## src/rtl/cgra_pe_ctx_if.sv

```systemverilog
// ---------------------------------------------------------------------------
// cgra_pe_ctx_if
//   Neighbour link bundle of one CGRA processing element.
//
//   Handshake rule (applies to every lane of both directions): a word moves
//   in a cycle where its valid and ready are both high at the rising clock
//   edge. A producer holds valid and data stable until that happens, and
//   valid never depends on ready. Ready may depend on valid.
//
//   in_data   : packed N,E,S,W operands, N in [DATA_WIDTH-1:0]
//   in_valid  : per-direction operand valid (bit0 N .. bit3 W)
//   in_ready  : per-direction operand consumed this cycle
//   out_data  : registered result shared by every destination
//   out_valid : per-destination valid (bit0 N, E, S, W, bit4 local)
//   out_ready : per-destination ready
//
//   master : fabric side (drives operands, accepts results)
//   slave  : processing element side
// ---------------------------------------------------------------------------
interface cgra_pe_ctx_if #(
    parameter int DATA_WIDTH = 16
);
    logic [4*DATA_WIDTH-1:0] in_data;
    logic [3:0]              in_valid;
    logic [3:0]              in_ready;
    logic [DATA_WIDTH-1:0]   out_data;
    logic [4:0]              out_valid;
    logic [4:0]              out_ready;

    modport master (
        output in_data, in_valid, out_ready,
        input  in_ready, out_data, out_valid
    );

    modport slave (
        input  in_data, in_valid, out_ready,
        output in_ready, out_data, out_valid
    );
endinterface

```

## src/rtl/cgra_pe_ctx.sv

```systemverilog
// ---------------------------------------------------------------------------
// cgra_pe_ctx
//   CGRA processing element with a local context memory and a sequencer that
//   steps through ctx_len frames for iter_cnt passes. Each fired context
//   reads up to two operands, computes one result and loads it into a
//   registered fork stage that feeds any subset of N/E/S/W/local.
//
//   clk, rst_n    : clock, asynchronous active-low reset
//   i_cfg_we      : write i_cfg_data into context slot i_cfg_addr (idle only)
//   i_ctx_len     : contexts per pass (1..NUM_CTX), sampled at start
//   i_iter_cnt    : number of passes (0 = none), sampled at start
//   i_start       : start pulse, ignored while busy
//   o_busy        : sequencer running
//   o_done        : one-cycle pulse after the last context fired
//   o_state       : sequencer state (0 idle, 1 run)
//   o_pc          : current context index
//   link          : neighbour operand/result links
// ---------------------------------------------------------------------------
module cgra_pe_ctx #(
    parameter int DATA_WIDTH = 16,
    parameter int ACC_WIDTH  = 40,
    parameter int NUM_CTX    = 8,
    parameter int RF_DEPTH   = 8,
    parameter int LIF_LEAK   = 10
) (
    input  logic                       clk,
    input  logic                       rst_n,
    input  logic                       i_cfg_we,
    input  logic [$clog2(NUM_CTX)-1:0] i_cfg_addr,
    input  logic [63:0]                i_cfg_data,
    input  logic [$clog2(NUM_CTX):0]   i_ctx_len,
    input  logic [15:0]                i_iter_cnt,
    input  logic                       i_start,
    output logic                       o_busy,
    output logic                       o_done,
    output logic [0:0]                 o_state,
    output logic [$clog2(NUM_CTX)-1:0] o_pc,
    cgra_pe_ctx_if.slave               link
);
    localparam int DW = DATA_WIDTH;
    localparam int AW = ACC_WIDTH;
    localparam int CW = $clog2(NUM_CTX);
    localparam int RW = (RF_DEPTH > 1) ? $clog2(RF_DEPTH) : 1;
    // Internal arithmetic width: holds any acc +/- product without overflow.
    localparam int W  = ACC_WIDTH + 2;

    localparam logic [0:0] S_IDLE = 1'b0;
    localparam logic [0:0] S_RUN  = 1'b1;

    localparam logic [5:0] OP_ADD   = 6'd1;
    localparam logic [5:0] OP_SUB   = 6'd2;
    localparam logic [5:0] OP_MUL   = 6'd3;
    localparam logic [5:0] OP_MAC   = 6'd4;
    localparam logic [5:0] OP_AND   = 6'd5;
    localparam logic [5:0] OP_OR    = 6'd6;
    localparam logic [5:0] OP_XOR   = 6'd7;
    localparam logic [5:0] OP_GT    = 6'd10;
    localparam logic [5:0] OP_LT    = 6'd11;
    localparam logic [5:0] OP_EQ    = 6'd12;
    localparam logic [5:0] OP_CLR   = 6'd15;
    localparam logic [5:0] OP_PASS0 = 6'd16;
    localparam logic [5:0] OP_LIF   = 6'd18;

    localparam logic signed [W-1:0] LEAK_W = W'(LIF_LEAK);

    // Only the low 41 frame bits carry meaning; the rest is reserved.
    logic [40:0]    r_ctx_mem [NUM_CTX];
    logic           w_unused_cfg;
    assign w_unused_cfg = ^i_cfg_data[63:41];

    logic [0:0]     r_state;
    logic [CW-1:0]  r_pc;
    logic [15:0]    r_pass;
    logic [CW:0]    r_ctx_len;
    logic [15:0]    r_iter;
    logic           r_done;
    logic [AW-1:0]  r_acc;
    logic           r_pred;
    logic [DW-1:0]  r_rf [RF_DEPTH];
    logic [4:0]     r_pending;
    logic [DW-1:0]  r_out_data;

    // Frame decode of the current context.
    logic [40:0]    w_frame;
    logic [5:0]     w_op;
    logic [3:0]     w_src0, w_src1, w_dst;
    logic [4:0]     w_route;
    logic           w_pred_en, w_pred_inv;
    logic [15:0]    w_imm;
    logic [DW-1:0]  w_imm_dw;

    assign w_frame    = r_ctx_mem[r_pc];
    assign w_op       = w_frame[5:0];
    assign w_src0     = w_frame[9:6];
    assign w_src1     = w_frame[13:10];
    assign w_dst      = w_frame[17:14];
    assign w_route    = w_frame[22:18];
    assign w_pred_en  = w_frame[23];
    assign w_pred_inv = w_frame[24];
    assign w_imm      = w_frame[40:25];
    assign w_imm_dw   = DW'($signed(w_imm));

    function automatic logic [DW-1:0] operand(input logic [3:0] sel);
        logic [DW-1:0] v;
        case (sel)
            4'd0:    v = link.in_data[0*DW +: DW];
            4'd1:    v = link.in_data[1*DW +: DW];
            4'd2:    v = link.in_data[2*DW +: DW];
            4'd3:    v = link.in_data[3*DW +: DW];
            4'd4:    v = w_imm_dw;
            4'd5:    v = r_acc[DW-1:0];
            default: begin
                if (32'(sel) >= 8 && 32'(sel) < 8 + RF_DEPTH)
                    v = r_rf[sel[RW-1:0]];
                else
                    v = '0;
            end
        endcase
        return v;
    endfunction

    function automatic logic [DW-1:0] sat_dw(input logic signed [W-1:0] v);
        logic signed [W-1:0] hi, lo;
        hi = {{(W-DW+1){1'b0}}, {(DW-1){1'b1}}};
        lo = ~hi;
        if (v > hi)      return hi[DW-1:0];
        else if (v < lo) return lo[DW-1:0];
        else             return v[DW-1:0];
    endfunction

    function automatic logic [AW-1:0] sat_acc(input logic signed [W-1:0] v);
        logic signed [W-1:0] hi, lo;
        hi = {{(W-AW+1){1'b0}}, {(AW-1){1'b1}}};
        lo = ~hi;
        if (v > hi)      return hi[AW-1:0];
        else if (v < lo) return lo[AW-1:0];
        else             return v[AW-1:0];
    endfunction

    // Handshake and sequencing.
    logic [3:0]  w_needed;
    logic        w_busy, w_exec, w_fire, w_last_ctx, w_last_pass;

    // A direction named by both sources is still a single token.
    always_comb begin
        w_needed = '0;
        for (int d = 0; d < 4; d++)
            w_needed[d] = (w_src0 == 4'(d)) || (w_src1 == 4'(d));
    end

    assign w_busy      = (r_state == S_RUN);
    assign w_exec      = !w_pred_en || (r_pred ^ w_pred_inv);
    // The stage may be reloaded in the cycle its last pending lane drains.
    assign w_fire      = w_busy && ((w_needed & ~link.in_valid) == 4'd0)
                         && ((r_pending & ~link.out_ready) == 5'd0);
    assign w_last_ctx  = ({1'b0, r_pc} == r_ctx_len - 1'b1);
    assign w_last_pass = (r_pass == r_iter - 16'd1);

    // Datapath.
    logic [DW-1:0]        w_a, w_b, w_res;
    logic signed [W-1:0]  w_a_x, w_b_x, w_prod_x, w_acc_x, w_lif_v;
    logic [AW-1:0]        w_mac, w_acc_n;
    logic                 w_has_res, w_acc_we, w_flag_we, w_flag_n;

    assign w_a      = operand(w_src0);
    assign w_b      = operand(w_src1);
    assign w_a_x    = {{(W-DW){w_a[DW-1]}}, w_a};
    assign w_b_x    = {{(W-DW){w_b[DW-1]}}, w_b};
    // Full product fits in 2*DW bits, well inside W.
    assign w_prod_x = w_a_x * w_b_x;
    assign w_acc_x  = {{2{r_acc[AW-1]}}, r_acc};
    assign w_mac    = sat_acc(w_acc_x + w_prod_x);
    assign w_lif_v  = w_acc_x + w_a_x - LEAK_W;

    always_comb begin
        w_res     = '0;
        w_has_res = 1'b1;
        w_acc_we  = 1'b0;
        w_acc_n   = '0;
        w_flag_we = 1'b0;
        w_flag_n  = 1'b0;
        case (w_op)
            OP_ADD:   w_res = sat_dw(w_a_x + w_b_x);
            OP_SUB:   w_res = sat_dw(w_a_x - w_b_x);
            OP_MUL:   w_res = sat_dw(w_prod_x);
            OP_MAC: begin
                w_acc_we = 1'b1;
                w_acc_n  = w_mac;
                w_res    = sat_dw({{2{w_mac[AW-1]}}, w_mac});
            end
            OP_AND:   w_res = w_a & w_b;
            OP_OR:    w_res = w_a | w_b;
            OP_XOR:   w_res = w_a ^ w_b;
            OP_GT, OP_LT, OP_EQ: begin
                w_flag_we = 1'b1;
                if (w_op == OP_GT)      w_flag_n = $signed(w_a) >  $signed(w_b);
                else if (w_op == OP_LT) w_flag_n = $signed(w_a) <  $signed(w_b);
                else                    w_flag_n = (w_a == w_b);
                w_res = {{(DW-1){1'b0}}, w_flag_n};
            end
            OP_CLR:   w_acc_we = 1'b1;
            OP_PASS0: w_res = w_a;
            OP_LIF: begin
                w_acc_we  = 1'b1;
                w_flag_we = 1'b1;
                if (w_lif_v >= w_b_x) begin
                    w_flag_n = 1'b1;
                    w_res    = {{(DW-1){1'b0}}, 1'b1};
                end else begin
                    w_acc_n  = sat_acc(w_lif_v);
                end
            end
            default:  w_has_res = 1'b0;
        endcase
    end

    logic       w_load;
    logic [4:0] w_pending_nx;
    assign w_load       = w_fire && w_exec && w_has_res;
    assign w_pending_nx = w_load ? w_route : (r_pending & ~link.out_ready);

    // Context memory: not reset, writable only while idle.
    always_ff @(posedge clk) begin
        if (i_cfg_we && !w_busy)
            r_ctx_mem[i_cfg_addr] <= i_cfg_data[40:0];
    end

    // Sequencer.
    always_ff @(posedge clk or negedge rst_n) begin
        if (!rst_n) begin
            r_state   <= S_IDLE;
            r_pc      <= '0;
            r_pass    <= '0;
            r_ctx_len <= '0;
            r_iter    <= '0;
            r_done    <= 1'b0;
        end else begin
            r_done <= 1'b0;
            case (r_state)
                S_IDLE: begin
                    if (i_start) begin
                        if (i_iter_cnt != 16'd0) begin
                            r_state   <= S_RUN;
                            r_pc      <= '0;
                            r_pass    <= '0;
                            r_ctx_len <= i_ctx_len;
                            r_iter    <= i_iter_cnt;
                        end else begin
                            r_done <= 1'b1;
                        end
                    end
                end
                S_RUN: begin
                    if (w_fire) begin
                        if (w_last_ctx) begin
                            r_pc   <= '0;
                            r_pass <= r_pass + 16'd1;
                            if (w_last_pass) begin
                                r_state <= S_IDLE;
                                r_done  <= 1'b1;
                            end
                        end else begin
                            r_pc <= r_pc + 1'b1;
                        end
                    end
                end
                default: r_state <= S_IDLE;
            endcase
        end
    end

    // Architectural state and output stage.
    always_ff @(posedge clk or negedge rst_n) begin
        if (!rst_n) begin
            r_acc      <= '0;
            r_pred     <= 1'b0;
            r_pending  <= '0;
            r_out_data <= '0;
            for (int i = 0; i < RF_DEPTH; i++)
                r_rf[i] <= '0;
        end else begin
            r_pending <= w_pending_nx;
            if (w_load) begin
                r_out_data <= w_res;
                if (32'(w_dst) < RF_DEPTH)
                    r_rf[w_dst[RW-1:0]] <= w_res;
                if (w_acc_we)
                    r_acc <= w_acc_n;
                if (w_flag_we)
                    r_pred <= w_flag_n;
            end
        end
    end

    assign link.in_ready  = w_fire ? w_needed : 4'd0;
    assign link.out_valid = r_pending;
    assign link.out_data  = r_out_data;
    assign o_busy         = w_busy;
    assign o_done         = r_done;
    assign o_state        = r_state;
    assign o_pc           = r_pc;
endmodule

```

## src/flat_wrapper.sv

```systemverilog
// flat-port wrapper written by rule: the top's interface ports become plain ports
module cgra_pe_ctx_flat 
#(
    parameter int DATA_WIDTH = 16,
    parameter int ACC_WIDTH  = 40,
    parameter int NUM_CTX    = 8,
    parameter int RF_DEPTH   = 8,
    parameter int LIF_LEAK   = 10
)
  (clk, rst_n, i_cfg_we, i_cfg_addr, i_cfg_data, i_ctx_len, i_iter_cnt, i_start, o_busy, o_done, o_state, o_pc, link_in_data, link_in_valid, link_out_ready, link_in_ready, link_out_data, link_out_valid);
  cgra_pe_ctx_if #(.DATA_WIDTH(DATA_WIDTH)) link_i ();
  input  logic clk;
  input  logic rst_n;
  input  logic i_cfg_we;
  input  logic [$clog2(NUM_CTX)-1:0] i_cfg_addr;
  input  logic [63:0] i_cfg_data;
  input  logic [$clog2(NUM_CTX):0] i_ctx_len;
  input  logic [15:0] i_iter_cnt;
  input  logic i_start;
  output logic o_busy;
  output logic o_done;
  output logic [0:0] o_state;
  output logic [$clog2(NUM_CTX)-1:0] o_pc;
  input wire logic [$bits(link_i.in_data)-1:0] link_in_data;
  input wire logic [$bits(link_i.in_valid)-1:0] link_in_valid;
  input wire logic [$bits(link_i.out_ready)-1:0] link_out_ready;
  output wire logic [$bits(link_i.in_ready)-1:0] link_in_ready;
  output wire logic [$bits(link_i.out_data)-1:0] link_out_data;
  output wire logic [$bits(link_i.out_valid)-1:0] link_out_valid;
  assign link_i.in_data = link_in_data;
  assign link_i.in_valid = link_in_valid;
  assign link_i.out_ready = link_out_ready;
  assign link_in_ready = link_i.in_ready;
  assign link_out_data = link_i.out_data;
  assign link_out_valid = link_i.out_valid;
  cgra_pe_ctx #(.DATA_WIDTH(DATA_WIDTH), .ACC_WIDTH(ACC_WIDTH), .NUM_CTX(NUM_CTX), .RF_DEPTH(RF_DEPTH), .LIF_LEAK(LIF_LEAK)) u_core (.clk(clk), .rst_n(rst_n), .i_cfg_we(i_cfg_we), .i_cfg_addr(i_cfg_addr), .i_cfg_data(i_cfg_data), .i_ctx_len(i_ctx_len), .i_iter_cnt(i_iter_cnt), .i_start(i_start), .o_busy(o_busy), .o_done(o_done), .o_state(o_state), .o_pc(o_pc), .link(link_i));
endmodule
```

## config.mk

```make
export PLATFORM = sky130hd
export DESIGN_NAME = cgra_pe_ctx_flat
export DESIGN_NICKNAME = d
export VERILOG_FILES = /design/src/rtl/cgra_pe_ctx_if.sv /design/src/rtl/cgra_pe_ctx.sv /design/src/flat_wrapper.sv
export SDC_FILE = /design/constraint.sdc
export NUM_CORES = 2
export LEC_CHECK = 0
export ABC_AREA = 0
export BUFFER_PORTS_ARGS = -buffer_cell sky130_fd_sc_hd__buf_4
export CORE_MARGIN = 8
export CORE_UTILIZATION = 32
export DETAILED_ROUTE_END_ITERATION = 12
export GPL_TIMING_DRIVEN = 0
export HOLD_SLACK_MARGIN = 0.15
export RECOVER_POWER = 100
export SLEW_MARGIN = 20
export SYNTH_ARGS = -nofsm -noshare
export SYNTH_HDL_FRONTEND = slang
export SYNTH_SLANG_ARGS = --single-unit
export TNS_END_PERCENT = 50
```

## constraint.sdc

```tcl
create_clock -name clk -period 21.2 [get_ports clk]
set_clock_uncertainty 0.15 [all_clocks]
set_input_delay 1.06 -clock clk [delete_from_list [all_inputs] [get_ports clk]]
set_output_delay 1.06 -clock clk [all_outputs]
set_load 0.005 [all_outputs]
```

==> flow_summary.yaml <==
outcome:
  status: "finished, violations left"
  violations: "max-capacitance violations, max-slew violations"
sta:
  slew_viol_final: 257
  tightest_slew_ns: 5.233
  rsz0062_at_grt: "no"
  setup_viol: 0
  hold_viol_final: 0
  finalCritPeriodShare: 0.9239
  period_minus_slack_ns: 19.59
  setup_tns_ns: 0
  fmax_mhz: 51.06
  slew_headroom: -2.489
run:
  maxCapViolations: 6
yosys:
  yosysUniqueCellTypes: 110
  netlist_area_sq_mm: 0.04735
  syn_nets: 5534
  synth_edf_count: 328
  synthArstFlopShare: 0.4132
  yosys_warnings: 0
  ys_seq_area_frac: 0.3301
  syn_inst: 4842
  synth_seq_cells: 559
  postSynthAreaPerCell_sq_um: 9.779
  synth_ff_type: "edfxtp_1"
grt:
  first_global_vias: 39800
  grt_antenna_before_repair: 15
  grt_usage: 0.2119
  grt_first_pass_wirelength_mm: 262.1
  grt_max_degree: 97
  grt_overflow: 0
final_layout:
  multi_input_area_sq_mm: 0.02925
  drive_gt1_frac: 0.1170
  fillCellCount: 14710
  syn2layout_area_growth_pct: 12.68
  regArea_sq_mm: 0.01563
  design_area_sq_mm: 0.05335
  fin_nets: 5829
clock_tree:
  numCtsBuffers: 58
  ctsHoldBuffers: 0
  max-clock-path-buffers: 3
  path_clk_slew_ns: 0.06
  clkSinkCount: 559
  post-cts-setup-buffers: 0
  cts_max_level: 2
  cts-resized-gates: 0
  clk_latency_ns: 0.65
  cts_tree: "built"
  cts_root_buffer: "clkbuf_16"
placed_design:
  placed_area_sq_mm: 0.05189
  port_buffers: 171
  gp_congestion: 1.012
  hpwl_mm: 143.1
critical_path:
  crit_arrival_ns: 19.92
  crit_required_ns: 21.54
  worst-setup-path-type: "flip-flop to flip-flop"
  worst_path_max_delay_cell: "a2111oi_0"
  crit_path_max_fanout: 12
  slowest_delay_ns: 1.79
  critPathLaunchType: "flip-flop"
  cpMostUsedCell: "clkbuf_1"
  endpoint_kind: "flip-flop"
drt:
  routed_wl_mm: 177.8
  drc: 0
  drt_pass1_iterations: 6
  via_count: 40670
  drt-wirelength-per-cell_um: 24.96
  drt_iter0_drc: 4724
  vias_per_cell: 5.712
  ant_nets: 0
hold_path:
  hold_path_class: "flip-flop to flip-flop"
floorplan:
  die_w_um: 400.7
  die_y_um: 400.7
  io_pins: 195
  core_sq_mm: 0.1473
  initial_core_util: 0.3214
  rows: 141
  fp.dieArea_sq_mm: 0.1605
==> cells in the mapped netlist, drive strengths merged (67+ instances only) <==
| master | count | area [sq um] |
|---|---|---|
| clkbuf | 147 | 553.0 |
| mux2i | 89 | 890.9 |
| nand4 | 67 | 509.2 |
| mux4 | 75 | 1689 |
| dfrtp | 231 | 5781 |
| nand2 | 502 | 1887 |
| inv | 422 | 1584 |
| buf | 89 | 445.4 |
| edfxtp | 328 | 9849 |
| o21ai | 217 | 1094 |
| a21oi | 262 | 1319 |
| nand3 | 88 | 470.5 |
| nor3 | 116 | 601.8 |
| fa | 267 | 5345 |
| mux2 | 165 | 1858 |
| ha | 261 | 3266 |
| xnor2 | 111 | 972.2 |
| nor2 | 428 | 1609 |
==> layout by cell type, fill, tap and decap left out, types with 199 or more instances in the layout <==
cell type	instances
a21oi_1	258
nand2_1	501
inv_1	417
clkbuf_1	275
fa_1	267
dfrtp_1	231
nor2_1	427
edfxtp_1	328
o21ai_0	199
ha_1	261
==> area by class of cell <==
class,instances,area share
plain buffers,236,0.01862
flip-flops and latches,559,0.2930
diodes,5,0.0002345
inverters,429,0.03018
clock inverters,25,0.006074
clock buffers,84,0.03199
well taps,1930,0.04526
repair buffers,235,0.02645
multi-input cells,3618,0.5482
==> logic make-up (layout without fill, tap and decap cells) <==
kind of cell             after synthesis  in the layout  share of synthesized area
AND/OR/NAND/NOR                     1507           1507                     0.1512
AO/OA/AOI/OAI                       1083           1083                     0.1564
buffers and inverters                665           1009                    0.05509
flip-flops                           559            559                     0.3301
adder cells (fa/ha/maj)              531            531                     0.1825
multiplexers                         329            329                    0.09373
XOR/XNOR                             168            168                    0.03107
other                                  0              5                          0
==> per-layer routing <==
| metal | wire length (um) | vias to the layer above | GRT usage |
|---|---|---|---|
| met5 | 124 | - | 0 |
| met4 | 6466 | 14 | 0.06831 |
| met3 | 19570 | 314 | 0.06182 |
| met2 | 76660 | 1957 | 0.3236 |
| met1 | 74930 | 20260 | 0.2887 |
| li1 | - | 18130 | - |
==> registers in the layout, summed over array words and instances, names as in the netlist <==
name,flops
u_core.link.out_data,16
u_core.link.out_valid,5
u_core.o_busy,1
u_core.o_done,1
u_core.o_pc,3
u_core.r_acc,40
u_core.r_ctx_len,4
u_core.r_ctx_mem,328
u_core.r_iter,16
u_core.r_pass,16
u_core.r_pred,1
u_core.r_rf,128
==> path summary, 6_finish.rpt <==
| check | startpoint | end | slack, ns | cells past startpoint |
|---|---|---|---|---|
| setup reg to reg | u_core.o_pc[0] | u_core.r_rf[127] | 1.61 | 40 |
| max in group asynchronous | rst_n | u_core.r_acc[1] | 13.76 | 2 |
| hold reg to reg | u_core.link.out_data[15] | u_core.link.out_data[15] | 0.34 | 2 |
| setup / recovery | u_core.o_pc[0] | u_core.r_rf[127] | 1.61 | 40 |
| hold / removal | u_core.link.out_data[15] | u_core.link.out_data[15] | 0.34 | 2 |
| min in group asynchronous | rst_n | u_core.r_pass[15] | 1.04 | 1 |
==> worst max-delay path, delay by kind of cell (launching register included) <==
family / cells / cell delay (ns)
compound gates: 14 / 7.15
xor+xnor: 1 / 0.74
fa+ha+maj: 8 / 3.58
buf+inv: 11 / 4.49
flops: 1 / 0.59
simple gates: 6 / 2.69
==> stage by stage <==
| step | instances | setup WS, ns | utilization | hold WS [ns] |
|---|---|---|---|---|
| 2_1_floorplan | 4842 | 7.510 | - | 0.3205 |
| 3_3_place_gp | 6943 | 0.7489 | 0.3465 | 0.3234 |
| 3_5_place_dp | 7006 | 2.743 | 0.3522 | 0.3319 |
| 4_1_cts | 7115 | 2.646 | 0.3660 | 0.1632 |
| 5_1_grt | 7117 | 1.010 | 0.3621 | 0.3678 |
| 6_report | 7121 | 1.614 | 0.3622 | 0.3403 |
Power is left out: the tool's default activity adds up to more than one toggle a clock period on the data nets, which glitch-free logic cannot reach.
